--- config.mk ---
export PLATFORM = sky130hd
export DESIGN_NAME = mesh_boot_sequencer_flat
export DESIGN_NICKNAME = d
export VERILOG_FILES = /design/src/rtl/mesh_boot_sequencer_if.sv /design/src/rtl/mesh_boot_sequencer.sv /design/src/flat_wrapper.sv
export SDC_FILE = /design/constraint.sdc
export NUM_CORES = 1
export LEC_CHECK = 0
export BUFFER_PORTS_ARGS = -buffer_cell sky130_fd_sc_hd__buf_2
export CORE_MARGIN = 2
export CORE_UTILIZATION = 40
export CTS_CLUSTER_DIAMETER = 120
export CTS_CLUSTER_SIZE = 28
export DETAILED_ROUTE_END_ITERATION = 10
export GPL_TIMING_DRIVEN = 0
export HOLD_SLACK_MARGIN = 0.1
export PLACE_DENSITY = 0.66
export SYNTH_ARGS = -nofsm -noshare
export SYNTH_HDL_FRONTEND = slang
export SYNTH_SLANG_ARGS = --single-unit
--- constraint.sdc ---
create_clock -name clock -period 5.3 [get_ports clock]
set_clock_uncertainty 0.1 [all_clocks]
set_input_delay 0.53 -clock clock [delete_from_list [all_inputs] [get_ports clock]]
set_output_delay 0.53 -clock clock [all_outputs]
set_load 0.005 [all_outputs]
--- src/rtl/mesh_boot_sequencer_if.sv ---
// Host, mesh-control and mesh-result signals of the boot sequencer.
// master = sequencer side, slave = host/mesh side.
interface mesh_boot_sequencer_if #(
    parameter int NUM_CORES  = 16,
    parameter int ID_BITS    = 4,
    parameter int DATA_WIDTH = 32
);
    logic                  go;
    logic [NUM_CORES-1:0]  core_mask;
    logic [3:0]            operation;
    logic                  ON;
    logic [ID_BITS-1:0]    core_ID;
    logic                  core_reset;
    logic                  start;
    logic [31:0]           prog_address;
    logic [DATA_WIDTH-1:0] mesh_data;
    logic                  mesh_valid;
    logic                  mesh_ready;
    logic                  cmd;
    logic [DATA_WIDTH-1:0] data;
    logic                  valid;
    logic                  busy;
    logic                  done;
    logic [15:0]           drop_count;

    modport master (
        input  go, core_mask, mesh_data, mesh_valid, cmd,
        output operation, ON, core_ID, core_reset, start, prog_address,
               mesh_ready, data, valid, busy, done, drop_count
    );

    modport slave (
        output go, core_mask, mesh_data, mesh_valid, cmd,
        input  operation, ON, core_ID, core_reset, start, prog_address,
               mesh_ready, data, valid, busy, done, drop_count
    );
endinterface

--- src/rtl/mesh_boot_sequencer.sv ---
// Boot scan (reset then start every masked core) plus result FIFO drained on cmd.
// Boot takes 1+SETTLE_CYC+2*NUM_CORES cycles; mesh_ready drops when full, drained words pop at most every 2nd cycle.
module mesh_boot_sequencer #(
    parameter int          NUM_CORES   = 16,
    parameter int          ID_BITS     = 4,
    parameter int          DATA_WIDTH  = 32,
    parameter int          FIFO_DEPTH  = 8,
    parameter logic [31:0] PROG_BASE   = 32'h10,
    parameter logic [31:0] PROG_STRIDE = 32'h10000,
    parameter int          SETTLE_CYC  = 1,
    parameter logic [3:0]  OP_RESET    = 4'b0011,
    parameter logic [3:0]  OP_START    = 4'b1010,
    parameter logic [3:0]  OP_IDLE     = 4'b0000
) (
    input  logic                   clock,
    input  logic                   RST,
    mesh_boot_sequencer_if.master  bus
);
    localparam int AW = $clog2(FIFO_DEPTH);
    localparam int SW = (SETTLE_CYC > 1) ? $clog2(SETTLE_CYC) : 1;

    localparam logic [2:0] S_IDLE   = 3'd0;
    localparam logic [2:0] S_SETTLE = 3'd1;
    localparam logic [2:0] S_RSCAN  = 3'd2;
    localparam logic [2:0] S_SSCAN  = 3'd3;
    localparam logic [2:0] S_RUN    = 3'd4;

    logic [2:0]           r_state;
    logic [ID_BITS-1:0]   r_idx;
    logic [SW-1:0]        r_settle;
    logic [NUM_CORES-1:0] r_mask;

    logic [3:0]           r_operation;
    logic                 r_on;
    logic [ID_BITS-1:0]   r_core_id;
    logic                 r_core_reset;
    logic                 r_start;
    logic [31:0]          r_prog_address;
    logic                 r_busy;
    logic                 r_done;

    logic                 w_last_id;
    logic                 w_mask_bit;
    logic [31:0]          w_addr;

    assign w_last_id  = (r_idx == ID_BITS'(NUM_CORES - 1));
    assign w_mask_bit = r_mask[r_idx];
    assign w_addr     = PROG_BASE + 32'(r_idx) * PROG_STRIDE;

    always_ff @(posedge clock) begin
        if (!RST) begin
            r_state        <= S_IDLE;
            r_idx          <= '0;
            r_settle       <= '0;
            r_mask         <= '0;
            r_operation    <= OP_IDLE;
            r_on           <= 1'b0;
            r_core_id      <= '0;
            r_core_reset   <= 1'b0;
            r_start        <= 1'b0;
            r_prog_address <= '0;
            r_busy         <= 1'b0;
            r_done         <= 1'b0;
        end else begin
            case (r_state)
                S_IDLE, S_RUN: begin
                    if (bus.go) begin
                        r_state  <= S_SETTLE;
                        r_settle <= '0;
                        r_mask   <= bus.core_mask;
                    end
                end
                S_SETTLE: begin
                    if (r_settle == SW'(SETTLE_CYC - 1)) begin
                        r_state <= S_RSCAN;
                        r_idx   <= '0;
                    end else begin
                        r_settle <= r_settle + 1'b1;
                    end
                end
                S_RSCAN: begin
                    r_idx <= w_last_id ? '0 : r_idx + 1'b1;
                    if (w_last_id) r_state <= S_SSCAN;
                end
                S_SSCAN: begin
                    r_idx <= w_last_id ? '0 : r_idx + 1'b1;
                    if (w_last_id) r_state <= S_RUN;
                end
                default: r_state <= S_IDLE;
            endcase

            // Outputs follow the state one cycle late; IDLE and SETTLE hold them.
            case (r_state)
                S_RSCAN: begin
                    r_on         <= 1'b1;
                    r_core_id    <= r_idx;
                    r_start      <= 1'b0;
                    r_core_reset <= w_mask_bit;
                    r_operation  <= w_mask_bit ? OP_RESET : OP_IDLE;
                end
                S_SSCAN: begin
                    r_core_id    <= r_idx;
                    r_core_reset <= 1'b0;
                    r_start      <= w_mask_bit;
                    r_operation  <= w_mask_bit ? OP_START : OP_IDLE;
                    if (w_mask_bit) r_prog_address <= w_addr;
                end
                S_RUN: begin
                    r_operation <= OP_IDLE;
                    r_start     <= 1'b0;
                end
                default: ;
            endcase

            r_busy <= (r_state == S_SETTLE) || (r_state == S_RSCAN) || (r_state == S_SSCAN);
            r_done <= (r_state == S_RUN);
        end
    end

    assign bus.operation    = r_operation;
    assign bus.ON           = r_on;
    assign bus.core_ID      = r_core_id;
    assign bus.core_reset   = r_core_reset;
    assign bus.start        = r_start;
    assign bus.prog_address = r_prog_address;
    assign bus.busy         = r_busy;
    assign bus.done         = r_done;

    logic [DATA_WIDTH-1:0] r_mem [FIFO_DEPTH];
    logic [AW:0]           r_wptr;
    logic [AW:0]           r_rptr;
    logic                  r_rd_en;
    logic [DATA_WIDTH-1:0] r_data;
    logic                  r_valid;
    logic [15:0]           r_drop_count;

    logic                  w_empty;
    logic                  w_full;
    logic                  w_wr;
    logic                  w_drop;

    assign w_empty = (r_wptr == r_rptr);
    assign w_full  = (r_wptr[AW] != r_rptr[AW]) && (r_wptr[AW-1:0] == r_rptr[AW-1:0]);
    // A pop in the same cycle frees a slot, so a write into a full FIFO is still accepted.
    assign w_wr    = bus.mesh_valid && (!w_full || r_rd_en);
    assign w_drop  = bus.mesh_valid && w_full && !r_rd_en;

    always_ff @(posedge clock) begin
        if (w_wr) r_mem[r_wptr[AW-1:0]] <= bus.mesh_data;
    end

    always_ff @(posedge clock) begin
        if (!RST) begin
            r_wptr       <= '0;
            r_rptr       <= '0;
            r_rd_en      <= 1'b0;
            r_data       <= '0;
            r_valid      <= 1'b0;
            r_drop_count <= '0;
        end else begin
            if (w_wr) r_wptr <= r_wptr + 1'b1;
            r_rd_en <= bus.cmd && !w_empty && !r_rd_en;
            r_valid <= r_rd_en;
            if (r_rd_en) begin
                r_data <= r_mem[r_rptr[AW-1:0]];
                r_rptr <= r_rptr + 1'b1;
            end
            if (w_drop && (r_drop_count != 16'hFFFF)) r_drop_count <= r_drop_count + 16'd1;
        end
    end

    assign bus.mesh_ready = ~w_full;
    assign bus.data       = r_data;
    assign bus.valid      = r_valid;
    assign bus.drop_count = r_drop_count;
endmodule
--- src/flat_wrapper.sv ---
// flat-port wrapper written by rule: the top's interface ports become plain ports
module mesh_boot_sequencer_flat 
#(
    parameter int          NUM_CORES   = 16,
    parameter int          ID_BITS     = 4,
    parameter int          DATA_WIDTH  = 32,
    parameter int          FIFO_DEPTH  = 8,
    parameter logic [31:0] PROG_BASE   = 32'h10,
    parameter logic [31:0] PROG_STRIDE = 32'h10000,
    parameter int          SETTLE_CYC  = 1,
    parameter logic [3:0]  OP_RESET    = 4'b0011,
    parameter logic [3:0]  OP_START    = 4'b1010,
    parameter logic [3:0]  OP_IDLE     = 4'b0000
)
  (clock, RST, bus_go, bus_core_mask, bus_mesh_data, bus_mesh_valid, bus_cmd, bus_operation, bus_ON, bus_core_ID, bus_core_reset, bus_start, bus_prog_address, bus_mesh_ready, bus_data, bus_valid, bus_busy, bus_done, bus_drop_count);
  mesh_boot_sequencer_if #(.NUM_CORES(NUM_CORES), .ID_BITS(ID_BITS), .DATA_WIDTH(DATA_WIDTH)) bus_i ();
  input  logic clock;
  input  logic RST;
  input wire logic [$bits(bus_i.go)-1:0] bus_go;
  input wire logic [$bits(bus_i.core_mask)-1:0] bus_core_mask;
  input wire logic [$bits(bus_i.mesh_data)-1:0] bus_mesh_data;
  input wire logic [$bits(bus_i.mesh_valid)-1:0] bus_mesh_valid;
  input wire logic [$bits(bus_i.cmd)-1:0] bus_cmd;
  output wire logic [$bits(bus_i.operation)-1:0] bus_operation;
  output wire logic [$bits(bus_i.ON)-1:0] bus_ON;
  output wire logic [$bits(bus_i.core_ID)-1:0] bus_core_ID;
  output wire logic [$bits(bus_i.core_reset)-1:0] bus_core_reset;
  output wire logic [$bits(bus_i.start)-1:0] bus_start;
  output wire logic [$bits(bus_i.prog_address)-1:0] bus_prog_address;
  output wire logic [$bits(bus_i.mesh_ready)-1:0] bus_mesh_ready;
  output wire logic [$bits(bus_i.data)-1:0] bus_data;
  output wire logic [$bits(bus_i.valid)-1:0] bus_valid;
  output wire logic [$bits(bus_i.busy)-1:0] bus_busy;
  output wire logic [$bits(bus_i.done)-1:0] bus_done;
  output wire logic [$bits(bus_i.drop_count)-1:0] bus_drop_count;
  assign bus_i.go = bus_go;
  assign bus_i.core_mask = bus_core_mask;
  assign bus_i.mesh_data = bus_mesh_data;
  assign bus_i.mesh_valid = bus_mesh_valid;
  assign bus_i.cmd = bus_cmd;
  assign bus_operation = bus_i.operation;
  assign bus_ON = bus_i.ON;
  assign bus_core_ID = bus_i.core_ID;
  assign bus_core_reset = bus_i.core_reset;
  assign bus_start = bus_i.start;
  assign bus_prog_address = bus_i.prog_address;
  assign bus_mesh_ready = bus_i.mesh_ready;
  assign bus_data = bus_i.data;
  assign bus_valid = bus_i.valid;
  assign bus_busy = bus_i.busy;
  assign bus_done = bus_i.done;
  assign bus_drop_count = bus_i.drop_count;
  mesh_boot_sequencer #(.NUM_CORES(NUM_CORES), .ID_BITS(ID_BITS), .DATA_WIDTH(DATA_WIDTH), .FIFO_DEPTH(FIFO_DEPTH), .PROG_BASE(PROG_BASE), .PROG_STRIDE(PROG_STRIDE), .SETTLE_CYC(SETTLE_CYC), .OP_RESET(OP_RESET), .OP_START(OP_START), .OP_IDLE(OP_IDLE)) u_core (.clock(clock), .RST(RST), .bus(bus_i));
endmodule
-- Yosys cells after proc, flatten, opt, wreduce, memory -nomap -nowiden
Memory sizes are Yosys's and may differ from the RTL's. A register that Yosys moved wholly into a read port is not among the register bits.
Index checks and enable logic that the tools add are counted.
- flip-flop bits (word level): 95
- input port bits: 53
- word-level logic and storage cells: 87
- bits in writable memories: 256
- output and inout bits: 95
- memories: 1
- add/subtract/negate cells: 6
- reduce and logical (&&, ||, !) cells: 28
- equality and inequality tests: 13
- order comparisons: 1
- mux-type cells: 20
- bitwise gates (word level): 1
- memory list (name ; words ; width ; rd ports ; clocked after memory_dff ; write ports ; RTL line ; text):
    u_core.r_mem ; 8 ; 32 ; 1 ; 1 ; 1 ; mesh_boot_sequencer.sv:129 ; logic [DATA_WIDTH-1:0] r_mem [FIFO_DEPTH];
- operator list (operator ; number):
    5-bit by 20-bit adder with 21-bit output, first input constant ; 1
    16-bit by 1-bit adder with 16-bit output, second input constant ; 1
    16-bit != test, second input constant ; 1
    4-bit by 1-bit adder with 4-bit output, second input constant ; 3
    3-bit 2-to-1 mux ; 4
    4-bit 2-to-1 mux ; 3
    3-bit case mux with 4 select lines ; 1
    4-bit case mux with 3 select lines ; 1
    4-bit case mux with 2 select lines ; 1
    2-bit AND reduction ; 4
    2-bit nonzero test ; 4
    1-bit logical AND ; 7
    3-bit by 2-bit == test with 1-bit output, second input constant ; 2
    1-bit case mux with 2 select lines ; 3
    2-bit OR reduction ; 3
    4-bit by 5-bit < comparator with 1-bit output, second input constant ; 1
    1-bit 2-to-1 mux ; 5
    1-bit binary-select mux with 4-bit select ; 1
    4-bit == test ; 1
    4-bit == test, second input constant ; 1
    1-bit zero test ; 4
    2-bit by 1-bit != test with 1-bit output, second input constant ; 2
    2-bit != test, second input constant ; 2
    4-bit AND reduction ; 1
    10 further kinds ; 12

-- Longest topological paths before layout
- depth after elaboration: 7
- gate-level depth with buffers: 8
- depth with buffers taken out: 6

-- Worst setup path after synthesis
OpenSTA, ideal clock, no wires.
- kind: flip-flop to flip-flop
- from: register u_core.r_rptr[0]
- to: memory u_core.r_mem[4][0], enable pin
- setup slack: 1184 ps
- buffers on the path: 1
- setup time: 468 ps
- stages on the path, launching flop included: 7
- period minus slack after synthesis: 4116 ps
- data required time: 4732 ps
- data arrival time: 3548 ps
- cells stage by stage: dfxtp_1 > clkbuf_1 > xnor2_2 > nand4b_2 > o21a_1 > nand2b_1 > nor3b_1
- cells in the longest elaborated chain, start to end: 7
- RTL lines (item ; RTL line ; text):
    from (decl) ; mesh_boot_sequencer.sv:131 ; logic [AW:0] r_rptr;
    from (signal assigned) ; mesh_boot_sequencer.sv:166 ; r_rptr <= r_rptr + 1'b1;
    3-bit == test ; mesh_boot_sequencer.sv:143 ; assign w_full = (r_wptr[AW] != r_rptr[AW]) && (r_wptr[AW-1:0] == r_rptr[AW-1:0]);
    1-bit logical AND ; mesh_boot_sequencer.sv:143 ;
    1-bit zero test ; mesh_boot_sequencer.sv:145 ; assign w_wr = bus.mesh_valid && (!w_full || r_rd_en);
    1-bit logical OR ; mesh_boot_sequencer.sv:145 ;
    1-bit logical AND ; mesh_boot_sequencer.sv:145 ;
    1-bit 2-to-1 mux ; mesh_boot_sequencer.sv:149 ; if (w_wr) r_mem[r_wptr[AW-1:0]] <= bus.mesh_data;
    1-bit 2-to-1 mux (implied by the code) ; mesh_boot_sequencer.sv:149 ;
    to (decl) ; mesh_boot_sequencer.sv:129 ;
Every way passes these cells.

-- Worst setup path after layout
- from: register u_core.r_rptr[0]
- to: memory u_core.r_mem[0][5], enable pin
The elaborated chain is that of the path after synthesis.

==> run metrics <==
Mapped Cells=912; synth unique cells=between 40 and 50; Max Root-Sink Buffers=3; initial antenna violation count=4; Synth top cells by count=edfxtp_1, dfxtp_1, nand2_1, nor2_1, a21oi_1; fin util=46.8%; Setup TNS Final=0 ns; r2r startpoint=u_core.r_rptr[0]; Leak=5.44 nW; CTS tree=yes; Startpoint Class=flip-flop; Remaining DRCs=0; Inserted Clock Buffers=16; final WL=roughly 29000 um; Area growth syn-to-layout=14.5%; Top FF cell, synth=edfxtp_1; top cells by area, synth=edfxtp_1, dfxtp_1, mux4_2, mux2_2, nand2_1; R2R Setup Slk=roughly 2.2 ns; Die Height=190 um; EDFF count, synth=between 200 and 300; CP delay by family, top=simple AND/OR/NAND/NOR gates; critical path class=reg -> reg; Die W=about 190 um; clock latency on the worst-skew pair=approximately 0.53 ns; Row Count=67; cell area after synthesis=13800 um^2; die area=roughly 36000 um^2; worst r2r path cells=8; final setup vio count=0; gr usage total=between 10% and 20%; Slew @ Worst Pin=between 0.9 and 1 ns; Power Dens Cells=around 310 nW/um^2; final cycle utilization of the critical path=about three fifths; first-pass GRT wire length=44700 um; fin. max-slew vios=0; switching pwr=0.00109 W; Hold Startpoint=bus_cmd; fill cell count=just under 3000; Max Cap Viol=0; # placed instances=between 1500 and 2000; H-Tree Depth=1; combinational fraction of design power=8.6%; worst hold margin=~0.13 ns; status=complete, no violations; Hold Path Class=in -> reg; top cell type's share of synthesized area=around 56%; Worst path max stage delay=0.74 ns; VDD IR max=168 uV; RSZ-0062 raised after global routing=false; I/O pin total=between 100 and 150; post-CTS resize count=0; layout cells sized above 1=27.5%; CTS clk-pin slew, worst paths=around 0.11 ns; vias in the first global route=between 7000 and 8000; cell with the largest stage delay on the worst path=nor3_2; CP Buf/Inv Count=3; total power=just under 0.005 W; antenna-violating nets left=0; wire length per cell=~19 um; 1st-iter DRT viols=approximately 480; worst reg2reg endpoint=u_core.r_mem[0][5]; Hold Vio Cnt, Final=0; global route overflow=0; post-synthesis sequential area ratio=a little over two thirds; drt via density=slightly above 5; Synth Register Bits=about 350; Final nets=about 1200; hold depth=2; via count=7936; switch share=between 20 and 25%; area of the multi-input gates=between 3000 and 4000 um^2; Seq. cell area=9650 um^2; Hold Crit Endpoint=u_core.r_rd_en; critical-path cell list=clkbuf_1 -> xnor2_2 -> nand4b_2 -> o21a_1 -> nand2b_1 -> nor3_2 -> buf_8 -> buf_4; post-synth top area cell=edfxtp_1; port bufs=118; Core Region=33700 um^2; Worst Setup End Kind=flip-flop; clock power share=around 29%; post-DP HPWL=20100 um; Reg power frac=between 60% and 70%; CTS Root Cell=clkbuf_16; drt first pass iters=4; Synth Area per Inst=~15 um^2; hold buffers post-CTS=0; Synth async-reset ratio=0%; Post-Layout Cell Count=between 1500 and 2000; most common cell in the netlist=edfxtp_1; FMAX=between 300 and 400 MHz; CP Max Fanout=10; Critical Path AT=about 3.2 ns; CTS Sinks=roughly 350; gpl congestion=~0.78; largest net degree at the start of global routing=33; Yosys warning count=0; Post-CTS Repair Setup Buffers=0; Period minus WS final=around 3 ns; Slew headroom=37.5%; Initial Util=between 40% and 50%; P_int=~0.0038 W; WP data required=~5.4 ns
## worst max path at each step
stage	cells past startpoint	end	slack [ns]	startpoint
floorplan	6	u_core.r_mem[4][0]	1.18	u_core.r_rptr[0]
finish	8	u_core.r_mem[0][5]	2.21	u_core.r_rptr[0]
global placement	6	u_core.r_mem[3][5]	-1.33	u_core.r_rptr[0]
CTS	8	u_core.r_mem[0][7]	2.15	u_core.r_rptr[0]
detailed placement	8	u_core.r_mem[0][5]	2.20	u_core.r_rptr[0]
global route	8	u_core.r_mem[0][5]	2.02	u_core.r_rptr[0]
## layout by cell type (no fill, tap or decap), types with 5 or more instances in the layout
cell type | netlist | layout
edfxtp_1 | 256 | 256
buf_2 | 18 | 136
dfxtp_1 | 98 | 98
nand2_1 | 91 | 91
nor2_1 | 59 | 58
a21oi_1 | 44 | 44
mux4_2 | 43 | 43
mux2_2 | 43 | 43
clkbuf_1 | 29 | 39
buf_4 | 28 | 30
conb_1 | 1 | 28
o31ai_1 | 26 | 26
mux2i_1 | 25 | 25
o22ai_1 | 21 | 21
clkbuf_16 | 0 | 16
buf_6 | 0 | 15
o21ai_0 | 13 | 13
a211oi_1 | 11 | 11
and2_1 | 10 | 10
nand3_1 | 9 | 9
or3_1 | 9 | 9
buf_1 | 6 | 6
nand4_1 | 6 | 6
inv_1 | 6 | 5
## power by group through the flow
stage	clock network, W	registers, W	logic (W)
global placement	0	0.00314	0.000404
global route	0.00156	0.00308	0.000466
finish	0.00141	0.00307	0.000421
detailed placement	0	0.00314	0.000425
CTS	0.00147	0.00308	0.000426
floorplan	0	0.00313	0.000268
## registers in the layout, indices dropped and copies added, names as in the netlist, 3 cells and up
name	cells
u_core.bus.data	32
u_core.r_rptr	4
u_core.r_mem	256
u_core.bus.core_ID	4
u_core.bus.prog_address	5
u_core.bus.operation	3
u_core.r_state	3
u_core.bus.drop_count	16
u_core.r_idx	4
u_core.r_wptr	4
u_core.r_mask	16
## layout make-up
cell class              count  area share, %
diodes                      2         0.0318
multi-input cells         498           24.1
repair buffers            138           5.23
clock buffers              26           2.78
flip-flops and latches    354           61.2
plain buffers              81           2.74
clock inverters             2          0.175
well taps                 448           3.56
inverters                   6          0.143
## cells by family (layout without fill, tap and decap cells)
kind of cell / after synthesis / in the layout / synth area share (%)
other: 1 / 30 / 0.0272
xor gates and xnor gates: 10 / 10 / 0.800
and+or+nand+nor: 214 / 214 / 7.08
buffers and inverters: 87 / 253 / 3.30
AOI/OAI and AO/OA: 131 / 131 / 5.96
muxes: 111 / 111 / 12.4
adders and majority gates: 4 / 4 / 0.364
DFF: 354 / 354 / 70.1
## per-stage QoR
step                setup slack [ns]  instance area, um^2
global route                    2.02                15800
floorplan                       1.18                13900
finish                          2.21                15800
global placement               -1.33                15000
detailed placement              2.20                15300
CTS                             2.15                15800
## metal layers
layer / GRT usage [%] / wire (um) / vias up
met4: 3.76 / 534 / 4
met5: 0 / 27 / -
met1: 21.7 / 12900 / 3923
met3: 2.47 / 1650 / 42
li1: - / - / 3738
met2: 27.8 / 14300 / 229
Note: power is estimated with default switching activity, not from simulation.
